## src/rtl/p01_tt_um_chip_rom_reader.sv

```systemverilog
// Scans an external 256x8 ROM address by address and sums its bytes.
// Shows the address while scanning and the mod-256 sum once done.
module p01_tt_um_chip_rom_reader #(
  parameter int unsigned SETTLE_CYCLES = 2,
  parameter logic [7:0]  LAST_ADDR     = 8'hFF,
  parameter logic [7:0]  EXPECTED_SUM  = 8'h00
) (
  input  logic       clk,
  input  logic       rst_n,
  input  logic       ena,
  input  logic [7:0] ui_in,
  output logic [7:0] uo_out,
  input  logic [7:0] uio_in,
  output logic [7:0] uio_out,
  output logic [7:0] uio_oe
);

  typedef enum logic [1:0] {
    IDLE = 2'd0,
    SCAN = 2'd1,
    DONE = 2'd2
  } state_t;

  localparam logic [3:0] SETTLE = 4'(SETTLE_CYCLES);

  state_t     state;
  state_t     state_nxt;
  logic [7:0] addr;
  logic [3:0] cnt;
  logic [7:0] sum;
  logic       nonzero_seen;
  logic       start_prev;
  logic       start_edge;
  logic       sample;
  logic       last;
  logic       busy;
  logic       done;
  logic       unused_uio;

  assign start_edge = uio_in[0] & ~start_prev;
  assign sample     = (state == SCAN) && (cnt == SETTLE);
  assign last       = (addr == LAST_ADDR);
  assign unused_uio = ^uio_in[7:1];

  always_ff @(posedge clk or negedge rst_n) begin
    if (!rst_n) begin
      state <= IDLE;
    end else if (ena) begin
      state <= state_nxt;
    end
  end

  always_comb begin
    state_nxt = state;
    unique case (state)
      IDLE:    if (start_edge) state_nxt = SCAN;
      SCAN:    if (sample && last) state_nxt = DONE;
      DONE:    if (start_edge) state_nxt = SCAN;
      default: state_nxt = IDLE;
    endcase
  end

  // Start edges are only honoured outside SCAN; a scan cannot restart.
  always_ff @(posedge clk or negedge rst_n) begin
    if (!rst_n) begin
      addr         <= 8'h00;
      cnt          <= 4'h0;
      sum          <= 8'h00;
      nonzero_seen <= 1'b0;
      start_prev   <= 1'b1;
    end else if (ena) begin
      start_prev <= uio_in[0];
      if (state != SCAN && start_edge) begin
        addr         <= 8'h00;
        cnt          <= 4'h0;
        sum          <= 8'h00;
        nonzero_seen <= 1'b0;
      end else if (state == SCAN) begin
        if (sample) begin
          sum          <= sum + ui_in;
          nonzero_seen <= nonzero_seen | (ui_in != 8'h00);
          if (!last) begin
            addr <= addr + 8'h01;
            cnt  <= 4'h0;
          end
        end else begin
          cnt <= cnt + 4'h1;
        end
      end
    end
  end

  always_comb begin
    busy   = 1'b0;
    done   = 1'b0;
    uo_out = 8'h00;
    unique case (state)
      SCAN: begin
        busy   = 1'b1;
        uo_out = addr;
      end
      DONE: begin
        done   = 1'b1;
        uo_out = sum;
      end
      default: ;
    endcase
  end

  assign uio_out = {2'b00,
                    done & nonzero_seen,
                    done & (sum == EXPECTED_SUM),
                    done,
                    busy,
                    2'b00};
  assign uio_oe  = 8'hFC;

endmodule

```

## config.mk

```make
export PLATFORM = sky130hd
export DESIGN_NAME = p01_tt_um_chip_rom_reader
export DESIGN_NICKNAME = d
export VERILOG_FILES = /design/src/rtl/p01_tt_um_chip_rom_reader.sv
export SDC_FILE = /design/constraint.sdc
export NUM_CORES = 1
export LEC_CHECK = 0
export ABC_AREA = 1
export CORE_ASPECT_RATIO = 0.75
export CORE_MARGIN = 2
export CORE_UTILIZATION = 42
export CTS_BUF_LIST = sky130_fd_sc_hd__clkbuf_4 sky130_fd_sc_hd__clkbuf_8 sky130_fd_sc_hd__clkbuf_16
export DETAILED_ROUTE_END_ITERATION = 10
export PLACE_DENSITY = 0.78
export SYNTH_ARGS = -nofsm -noshare
export SYNTH_HDL_FRONTEND = slang
export SYNTH_SLANG_ARGS = --single-unit
```

## constraint.sdc

```tcl
create_clock -name clk -period 3.3 [get_ports clk]
set_input_delay 0.495 -clock clk [delete_from_list [all_inputs] [get_ports clk]]
set_output_delay 0.495 -clock clk [all_outputs]
set_load 0.01 [all_outputs]
```

==> After elaboration in Yosys (flattened, before gate mapping) <==
Cells that the tools add are included.
{ "totals": {"output_inout_bits": 24, "reg_bits": 24, "ram_bits": 0, "latchBits": 0, "memories": 0, "romBits": 0} }
{ "classes": {"n_reduce_logical": 13, "mul": 0, "n_eq_ne": 9, "shift": 0, "n_addsub": 3, "mux": 20, "bitwise": 5, "div_mod_pow": 0, "order_cmp": 0} }
{ "op_table": {"columns": ["op", "count"], "rows": [
  ["$mux W8", 7],
  ["$mux W4", 4],
  ["$pmux W8 S2", 1],
  ["$reduce_and A3 Y1", 3],
  ["$add A8 B1 Y8 const B", 1],
  ["$add A8 B8 Y8", 1],
  ["$eq A8 B8 Y1 const B", 1],
  ["$logic_not A8 Y1", 1],
  ["$reduce_bool A8 Y1", 1],
  ["$ne A2 B1 Y1 const B", 3],
  ["$mux W1", 5],
  ["$add A4 B1 Y4 const B", 1],
  ["$eq A4 B2 Y1 const B", 1],
  ["$mux W2", 2],
  ["$pmux W2 S2", 1],
  ["$reduce_and A4 Y1", 1],
  ["$reduce_bool A2 Y1", 2],
  ["$and A1 B1 Y1", 3],
  ["$logic_and A1 B1 Y1", 3],
  ["$ne A3 B2 Y1 const B", 1],
  ["$eq A2 B1 Y1 const B", 1],
  ["$eq A2 B2 Y1 const B", 1],
  ["$logic_not A2 Y1", 1],
  ["$ne A2 B2 Y1 const B", 1],
  ["other kinds (3)", 3]
]} }

==> Longest topological paths before layout <==
{ "logic_depth": {"depth_word": 5, "depth_mapped": 9, "ltp_nobuf": 9} }

==> Least setup slack after synthesis <==
OpenSTA, ideal clock, no wires.
{ "synth_path": {"path_kind": "flip-flop to output port", "start": "register state[1]", "end": "output uo_out[2]", "setup_slack_ns": 1.582, "required_time_ns": 2.805, "n_path_buf": 1, "path_stages_with_launch": 6, "arrival_time_ns": 1.223, "path_cell_list": "dfrtp_1 -> inv_1 -> ha_1 -> buf_2 -> nand2_1 -> a21oi_1"} }
{ "synth_via": {"elab_chain_len": 2} }
{ "synth_lines": {"columns": ["element", "line_no", "source"], "rows": [
  ["from (decl)", "26", "state_t state;"],
  ["from (signal assigned)", "49", "state <= state_nxt;"],
  ["$eq A2 B2 Y1 / $eq A2 B1 Y1 (equally long branches)", "97", "unique case (state)"],
  ["$pmux W8 S2 (*)", "97", null],
  ["to (decl)", "12", "output logic [7:0] uo_out,"]
]} }
Mark *: on every way between the ends. The rest lies on a longest branch, timed or not.

==> Worst setup path in the final report <==
{ "layout_path": {"start": "register state[1]", "end": "output uo_out[5]"} }
Same word-level chain as after synthesis.

==> summary.txt <==
Power
  – Tot Pwr: 1.50 mW
  – VDD IR-drop max: ~0.46 mV
  – LEAKAGE: approximately 1.1 nW
  – PD cells: between 600 and 700 nW/um2

Global route
  – Largest net degree at the start of global routing: 25
  – Initial antenna violation count: 0
  – Wire length of the first global-routing pass: between 7000 and 8000 um
  – Number of global-route vias before repair: around 1600
  – Remaining Overflow, GRT: 0
  – Total Routing Usage GR: 0.174

Detailed routing
  – DRT Pass-1 Iters: 4
  – Post-DR wirelength/cell: 11.9 um
  – Post-Route WL: roughly 4200 um
  – # DRC: 0
  – Initial DRC Count: between 150 and 200
  – Total number of vias: 1750
  – Vias per inst: between 4 and 5
  – Post-route ant nets: 0

Critical path
  – Crit. End Element: primary output
  – Critical path's slowest cell: clkdlybuf4s50_1
  – Reg2reg start: state[1]$_DFFE_PN0P_
  – Max stage delay on crit path: between 0.5 and 0.6 ns
  – Critical path class: register to primary output
  – Arrival time at the worst endpoint: between 2 and 2.5 ns
  – Setup crit start kind: register
  – Max FO, Critical Path: 14
  – Worst Path Required: around 2.8 ns
  – Worst-path cell chain: inv_1 > ha_1 > nand2_1 > a21oi_1 > clkdlybuf4s50_1
  – R2R depth: 9
  – Crit. Startpoint: state[1]$_DFFE_PN0P_

Floorplanning
  – Num ports: 43
  – Chip width: 83.2 um
  – Row cnt: 21
  – Overall die area: approximately 5300 um2
  – Core ar.: between 4000 and 5000 um2
  – Die Y-Extent: between 60 and 70 um
  – Initial Utilization: 0.440

Timing
  – Final setup violation count: 0
  – Final hold violation count: 0
  – Max Fclk: around 370 MHz
  – Slew @ Worst Pin: roughly 0.56 ns
  – RSZ-0062 raised after global routing: false
  – Final slew viol count: 0
  – Crit path time final: 2.70 ns
  – Max-slew headroom: 0.629
  – Fin Setup TNS: 0 ns
  – Layout Skew: slightly below 0.002 ns
  – Hold WS: just over 0.5 ns
  – Final period utilization: 0.820

Finish
  – Fill cells: 431
  – Multi-input combinational cell area: ~1200 um2
  – Commonest cells after routing, fill and taps aside: 98 x nand2_1, 26 x inv_1, 23 x dfrtp_1, 23 x clkdlybuf4s50_1, 21 x nand3_1
  – Sequential cell area: approximately 600 um2
  – Area delta synth->final: 14.3%
  – Fin nets: 336
  – Design Area, Final: roughly 2300 um2
  – Commonest non-fill, non-tap cell in the layout: nand2_1
  – Antenna Cells: 0
  – Fraction of layout cells with a size suffix above 1: 0.0800

Clock tree
  – Hold Buf Count CTS: 0
  – # resized after CTS: 0
  – # clock sinks: 24
  – Clock slew at reported path FFs: roughly 0.09 ns
  – Clock tree root buffer cell: clkbuf_8
  – Number of H-tree levels: 1
  – CTS tree: done
  – Total CTS buffers: 3
  – Postcts setup bufs: 0
  – Skew-Pair Late Insertion Delay: ~0.27 ns
  – CTS Buffer Depth: 2

Worst hold path
  – Worst Hold Depth: 2
  – Worst Hold Class: register to register
  – Hold path start: nonzero_seen$_DFFE_PN0P_

Placement
  – Hpwl dp: approximately 3400 um
  – Placed cell area: 2190 um2
  – Routability cong.: about 0.83
  – Count of input and output buffers: 23

Synthesis
  – Seq/Total Area, Yosys: 0.305
  – Synth Area per Inst: 7.06 um2
  – Mapped Cells: between 200 and 300
  – Number of synthesized flops with an enable pin: 0
  – Synth Warn #: 0
  – Post-synth ARST share: 1.00
  – Top_reg_cell synth: dfrtp_1
  – Synthesized area: between 1500 and 2000 um2
  – #FFs+latches synth: 24
  – Distinct cells, synth: 31

Run status
  – Status: finished clean

Job
  – MaxCap Viol Count: 0
## area by class of cell
type                    count  share of cell area
multi-input cells         220               0.519
flip-flops and latches     24               0.266
well taps                  57              0.0316
clock inverters             1              0.0133
inverters                  28              0.0465
clock buffers               3              0.0183
repair buffers             24               0.105
## synth_stat cells (3+ instances only)
library cell,number,area share
dfrtp_1,23,0.29
nand3_2,3,0.015
o21ai_0,7,0.018
ha_1,15,0.095
inv_1,26,0.049
buf_4,14,0.053
nand2_1,98,0.19
o21ai_2,4,0.018
a21oi_1,13,0.033
nor2_1,19,0.036
nand3_1,21,0.053
buf_2,3,0.0076
o21ai_1,4,0.010
xor2_1,3,0.013
nand2_2,3,0.0095
## cell families (layout without fill, tap and decap cells)
group | count (synthesis) | count (layout) | share of synthesized area
buffers and inverters | 46 | 56 | 0.122
adder cells (fa/ha/maj) | 16 | 16 | 0.105
other | 2 | 12 | 0.00380
XOR/XNOR | 5 | 5 | 0.0222
flip-flops | 24 | 24 | 0.305
AO/OA/AOI/OAI | 30 | 30 | 0.0906
AND/OR/NAND/NOR | 157 | 157 | 0.352
## path summary, 6_finish.rpt
check                                           end  slack [ns]
setup / recovery                          uo_out[5]        0.60
hold / removal             nonzero_seen$_DFFE_PN0P_        0.51
setup reg to reg           nonzero_seen$_DFFE_PN0P_        1.23
hold reg to reg            nonzero_seen$_DFFE_PN0P_        0.51
max in group asynchronous    start_prev$_DFFE_PN1P_        2.43
min in group asynchronous        sum[7]$_DFFE_PN0P_        0.58
## power breakdown
group / switching, mW / leakage (nW) / internal [mW]
clock: 0.0988 / 0.0357 / 0.162
combinational: 0.438 / 0.751 / 0.294
sequential: 0.119 / 0.319 / 0.387
total: 0.655 / 1.11 / 0.843
## stage by stage
step	util	cells	setup slack, ns
after global routing	0.503	357	0.416
after global placement	0.487	353	0.945
final	0.503	357	0.595
after floorplan	-	290	1.58
after CTS	0.503	357	0.610
after detailed placement	0.487	353	0.924
## registers in the layout, indices dropped and copies added (netlist names)
name / flops
addr: 8
sum: 8
cnt: 4
state: 2
nonzero_seen: 1
start_prev: 1
## worst max-delay path: cells and delay by family, from the launching register on
| kind | cells | cell delay (ns) |
|---|---|---|
| flops | 1 | 0.42 |
| simple gates | 1 | 0.12 |
| compound gates | 1 | 0.20 |
| buf+inv | 2 | 0.68 |
| fa+ha+maj | 1 | 0.52 |
## routing by layer
layer | routed length (um) | global-route usage
met1 | 2060 | 0.253
met2 | 1870 | 0.265
met3 | 287 | 0.0433
met4 | 40 | 0.0307
met5 | 0 | 0
(Power assumes the default switching activity.)
